--- src/rtl/s4ga_stream.sv ---
// s4ga_stream: flow-controlled streamed-LUT gate array with epoch-stable output snapshot.
module s4ga_stream #(
  parameter int N = 61,
  parameter int K = 4,
  parameter int SI_W = 4,
  parameter int OUT_W = 8
) (
  input  logic            clk,
  input  logic            rst,
  input  logic [SI_W-1:0] si,
  input  logic            si_valid,
  output logic            si_ready,
  output logic [OUT_W-1:0] dout,
  output logic            epoch,
  output logic            busy
);
  localparam int N_W = $clog2(N + 2);
  localparam int IDX_SEGS = (N_W + SI_W - 1) / SI_W;
  localparam int MASK_W = 2 ** K;
  localparam int MASK_SEGS = (MASK_W + SI_W - 1) / SI_W;
  localparam int MAX_SEGS = IDX_SEGS > MASK_SEGS ? IDX_SEGS : MASK_SEGS;
  localparam int SR_W = (MAX_SEGS > 1 ? MAX_SEGS - 1 : 1) * SI_W;
  localparam int FLD_W = SR_W + SI_W;
  localparam int SEG_W = $clog2(MAX_SEGS) + 1;
  localparam int K_W = $clog2(K + 1);
  localparam int NN_W = $clog2(N);
  logic [SR_W-1:0] sr;
  logic [N-1:0] luts, shifted;
  logic [K-1:0] ins;
  logic q, in_bit, lut, new_bit, fire, idx_phase, last_seg, idx_done, mask_done, wrap;
  logic [K_W-1:0] k;
  logic [SEG_W-1:0] seg;
  logic [NN_W-1:0] n;
  logic [FLD_W-1:0] fld;
  logic [N_W-1:0] idx;
  logic [MASK_W-1:0] mask;
  always_comb begin
    fld = {sr, si};
    idx = fld[N_W-1:0];
    mask = fld[MASK_W-1:0];
    si_ready = ~rst;
    fire = si_valid & si_ready;
    idx_phase = k < K_W'(K);
    last_seg = idx_phase ? seg == SEG_W'(IDX_SEGS - 1) : seg == SEG_W'(MASK_SEGS - 1);
    idx_done = fire & idx_phase & last_seg;
    mask_done = fire & ~idx_phase & last_seg;
    wrap = n == NN_W'(N - 1);
    in_bit = &idx ? 1'b1 : idx == N_W'(2 ** N_W - 2) ? q : idx < N_W'(N) ? luts[idx] : 1'b0;
    lut = mask[ins];
    new_bit = mask_done ? lut : luts[N-1];
    shifted = {luts[N-2:0], new_bit};
    busy = (k != '0) | (seg != '0);
  end
  always_ff @(posedge clk) begin
    if (rst) begin
      sr <= '0;
      luts <= '0;
      ins <= '0;
      q <= 1'b0;
      k <= '0;
      seg <= '0;
      n <= '0;
      dout <= '0;
      epoch <= 1'b0;
    end else begin
      epoch <= mask_done & wrap;
      if (fire) begin
        sr <= fld[SR_W-1:0];
        luts <= shifted;
        seg <= last_seg ? '0 : seg + SEG_W'(1);
      end
      if (idx_done) begin
        ins <= {ins[K-2:0], in_bit};
        k <= k + K_W'(1);
      end
      if (mask_done) begin
        q <= mask[ins[K-2:0]];
        k <= '0;
        n <= wrap ? '0 : n + NN_W'(1);
        if (wrap) dout <= shifted[OUT_W-1:0];
      end
    end
  end
endmodule

--- config.mk ---
export PLATFORM = sky130hd
export DESIGN_NAME = s4ga_stream
export DESIGN_NICKNAME = d
export VERILOG_FILES = /design/src/rtl/s4ga_stream.sv
export SDC_FILE = /design/constraint.sdc
export NUM_CORES = 1
export LEC_CHECK = 0
export CORE_ASPECT_RATIO = 0.6
export CORE_UTILIZATION = 64
export CTS_CLUSTER_DIAMETER = 40
export DETAILED_ROUTE_END_ITERATION = 10
export GPL_TIMING_DRIVEN = 0
export PLACE_DENSITY = 0.94
export SLEW_MARGIN = 0
export SYNTH_ARGS = -nofsm -noshare
export SYNTH_HDL_FRONTEND = slang
export SYNTH_SLANG_ARGS = --single-unit
--- constraint.sdc ---
create_clock -name clk -period 4.4 [get_ports clk]
set_clock_uncertainty 0.1 [all_clocks]
set_input_delay 0.44 -clock clk [delete_from_list [all_inputs] [get_ports clk]]
set_output_delay 0.44 -clock clk [all_outputs]
set_load 0.02 [all_outputs]
# == Word-level counts from Yosys, hierarchy flattened ==
# Cells that the tools add are included.
# totals
regBits,99
latch_bits,0
ramBits,0
romBits,0
inputBits,7
output_inout_bits,11
mem_count,0
# op_classes
addsub,3
multipliers,0
div,0
order_cmp,5
eq_ne,4
shifts,0
muxes,13
bitwise_logic,9
n_reduce_logical,5
# op_table
op,count
6-bit == test (second input constant),2
1-bit 2-to-1 mux,8
6-bit by 7-bit less-than comparator with 1-bit output (second input constant),1
3-bit by 1-bit adder with 3-bit output (second input constant),2
6-bit by 1-bit adder with 6-bit output (second input constant),1
1-bit AND,6
1-bit binary-select mux with 6-bit select,1
6-bit less-than comparator (second input constant),1
6-bit 2-to-1 mux,1
6-bit AND reduction,1
3-bit nonzero test,2
3-bit by 5-bit less-than comparator with 1-bit output (second input constant),1
4-bit by 5-bit less-than comparator with 1-bit output (second input constant),1
1-bit binary-select mux with 4-bit select,1
1-bit binary-select mux with 3-bit select,1
3-bit by 1-bit == test with 1-bit output (second input constant),1
3-bit by 2-bit == test with 1-bit output (second input constant),1
3-bit less-than comparator (second input constant),1
3-bit 2-to-1 mux,1
1-bit inverter,2
2-bit AND reduction,1
2-bit OR reduction,1
1-bit OR,1

# == Longest topological paths before layout ==
# logic_depth
depth_word,5
ltp_mapped,8

# == Least setup slack after synthesis ==
# OpenSTA, ideal clock, no wires.
# synth_timing
path_kind,in2reg
from,input si[1]
to,register ins[0]
setup_ns,0.116
arrival_ns,1.891
t_required_ns,4.184
path_slack_ns,2.294
path_stages,7
path_buffers,2
path_cell_list,buf_2 > buf_2 > mux4_2 > mux4_2 > nor3_2 > nor4b_1 > a31o_1
# synth_between
elab_chain_len,5
elab_cells_between_ends,8
# synth_lines
element,line_no,rtl
from (decl),10,"input logic [SI_W-1:0] si,"
1-bit binary-select mux with 6-bit select,48,in_bit = &idx ? 1'b1 : idx == N_W'(2 ** N_W - 2) ? q : idx < N_W'(N) ? luts[idx] : 1'b0;
1-bit 2-to-1 mux (not written as such),48,
1-bit 2-to-1 mux (2 in a row),48,
1-bit 2-to-1 mux (*),48,
to (signal assigned),73,"ins <= {ins[K-2:0], in_bit};"
to (decl),29,logic [K-1:0] ins;
# Mark *: on every way between the ends. The rest lies on a longest branch, timed or not. The select of a mux whose other input is x is not followed.
# A chain may end at the register's enable or synchronous reset.

# == Worst setup path after layout ==
# layout_timing
from,input rst
to,output si_ready
# layout_between
elab_chain_len,1
# layout_lines
element,line_no,rtl
from (decl),9,"input logic rst,"
1-bit inverter,41,si_ready = ~rst;
to (decl),12,"output logic si_ready,"
# Every way passes these cells.

==> flow_summary.toml <==
[status]
outcome = "finished, final reports clean"

[final_layout]
drive_above_1_share_pct = 10.0
postLayoutCoreUtil_pct = 77.2
n_antenna_cell = 0
final_cells = 544
fillCellCount = 412
area_delta_synth_final_pct = 12.2
nNetsFinal = 469

[critical_path]
required_ps = 3860
cp.arrival_ps = 2370
r2r-start = "seg[0]"
cp-start-kind = "primary input"
cp-end-kind = "primary output"
max_stage_delay_ps = 640
crit_start = "rst"
path_cells = "clkdlybuf4s50_1 -> clkbuf_1 -> clkinv_1 -> clkdlybuf4s50_1"
crit_top_cell = "clkdlybuf4s50_1"
path_class = "in2out"
cp_num_buf_inv = 4
critPathTopFamily = "buffers and inverters"
cp_slowest_cell = "clkdlybuf4s50_1"
crit_fanout = 10

[min_path]
hold_start = "dout[4]"
hold_class = "reg2reg"

[sta]
holdWs_ps = 354
rsz0062_at_grt = "false"
fin_crit_ps = 2910
maxSlewViolCount = 0
min_period_over_period_pct = 66.1
fmax_ghz = 0.344
tightest_slew_ps = 796
maxSlewHeadroom_pct = 46.9
setup_viol = 0
setup_slack_ps = 1490
setup_tns_ps = 0
hold_viol_final = 0

[pwr]
p_leak_nw = 1.97
irDropWorstVdd_mv = 0.283
pwr_density_cell_nw_per_um2 = 370

[floorplanning]
fp.dieArea_sq_um = 7160
initial_core_util_pct = 68.9
coreArea_sq_um = 6330
fp.dieH_microns = 65.9
fp.dieW_microns = 109
ios = 18
rows = 22

[grt]
overflow = 0
grt_use_total_pct = 30.3
grt_pass1_wl_microns = 16100
grt_max_degree = 16
antenna_found_initial = 0
grt_pass1_vias = 3313

[clock_network]
cts_tree = "built"
root_buffer = "clkbuf_16"
clk_pin_slew_ps = 60
cts.path.max_buffers = 2
hold_buffers = 0
cts-buffers-inserted = 9
cts_max_level = 3
post_cts_buffers = 0
insertion_delay_ps = 350
clock-sinks = 99
ctsResizeCount = 0

[yosys]
synth_edf_count = 0
ys_seq_elements = 99
seq_area_frac_synth_pct = 45.5
synth_cell_type_count = 42
ys.flop_type = "dfxtp_1"
syn_area_per_cell_sq_um = 10.1
synth_area_sq_um = 4360
ys.warnings.count = 0
synthesis.nets = 444
synthArstFlopShare_pct = 0
post_synth_inst_count = 431

[drt]
drc = 0
first_pass_iters = 5
postRouteAntennaNets = 0
vias_per_cell = 6.07
drt_wl_total_microns = 9760
vias = 3304
first_iter_violations = 264
wire_per_inst_microns = 17.9

[placed_design]
preCtsSetupSlack_ps = 1530
placedCellCount = 529
place_congestion = 0.821
hpwl_microns = 6750
io_buffers = 14

[run]
maxCapViolations = 0
[flip-flops by register name (all words and copies together), names as in the netlist]
| register | flops |
|---|---|
| k | 3 |
| seg | 3 |
| q | 1 |
| dout | 8 |
| n | 6 |
| epoch | 1 |
| luts | 61 |
| sr | 12 |
| ins | 4 |
[worst paths after layout]
check	to	slack, ps	depth (start not counted)
worst min register to register	dout[4]	350	2
worst max register to register	dout[6]	2210	7
worst min-delay path	dout[4]	350	2
worst max-delay path	si_ready	1490	4
[area by class of cell]
cell class              count  area (sq um)  area share [%]
well taps                  84           105            2.15
repair buffers             14           140            2.87
inverters                  12          45.0           0.921
flip-flops and latches     99          1980            40.5
plain buffers              31           151            3.10
multi-input cells         289          2180            44.6
clock buffers              11           233            4.76
clock inverters             4          52.6            1.07
[Yosys cell counts (3+ instances only)]
library cell,number,share of area (%)
dfxtp_1,99,45
nor2_1,82,7.1
mux4_2,15,7.7
nand3_1,7,0.80
nand2_1,29,2.5
xnor2_1,3,0.60
a21oi_1,10,1.1
a221oi_1,4,0.80
buf_2,7,0.80
buf_1,7,0.60
xor2_1,4,0.80
clkbuf_1,12,1.0
buf_4,3,0.52
o21ai_0,3,0.34
nor3_1,9,1.0
ha_1,6,1.7
mux2i_1,83,19
o21ai_1,7,0.80
inv_1,11,0.95
[metrics by stage]
| step | cell area (sq um) | total power [mW] |
|---|---|---|
| after floorplan | 4360 | 1.02 |
| after global placement | 4600 | 1.05 |
| after detailed placement | 4600 | 1.06 |
| after CTS | 4890 | 1.81 |
| after global routing | 4890 | 1.86 |
| final | 4890 | 1.81 |
[worst register-to-register path: cells and delay by family (launching register included)]
kind | cells | cell delay [ps]
flops | 1 | 440
compound gates | 1 | 80
simple gates | 4 | 1020
buf+inv | 2 | 480
[report_power, final]
| part | internal [mW] | switching [mW] |
|---|---|---|
| sequential | 0.904 | 0.00965 |
| combinational | 0.0499 | 0.0769 |
| clock | 0.438 | 0.332 |
| total | 1.39 | 0.419 |
[routing by layer]
metal	up-vias	track usage [%]	routed length [microns]
met5	-	0	0
met4	0	11.5	142
met3	18	10.4	795
met2	141	47.2	4480
met1	1591	39.0	4340
li1	1554	-	-
[cell families (layout without fill, tap and decap cells)]
logic type               after synthesis  in the layout  share of synthesized area (%)
multiplexers                         100            100                           27.7
AND/OR/NAND/NOR                      140            140                           13.8
adder cells (fa/ha/maj)                6              6                           1.72
flip-flops                            99             99                           45.5
XOR/XNOR                               7              7                           1.41
buffers and inverters                 43             72                           4.51
AO/OA/AOI/OAI                         36             36                           5.42
[placed cells by master, fill, tap and decap left out, types with 3 or more instances in the layout]
cell / netlist / routed
clkbuf_1: 12 / 14
a21oi_1: 10 / 10
clkinvlp_4: 0 / 3
clkdlybuf4s50_1: 0 / 14
xor2_1: 4 / 4
nand3_1: 7 / 7
dfxtp_1: 99 / 99
nor3_1: 9 / 9
ha_1: 6 / 6
inv_1: 11 / 11
xnor2_1: 3 / 3
buf_4: 3 / 3
mux4_2: 15 / 15
clkbuf_16: 0 / 9
o21ai_1: 7 / 7
mux2i_1: 83 / 83
o21ai_0: 3 / 3
a221oi_1: 4 / 4
nor2_1: 82 / 82
nand2_1: 29 / 29
buf_2: 7 / 7
buf_1: 7 / 7
Note: power is estimated with default switching activity, not from simulation.
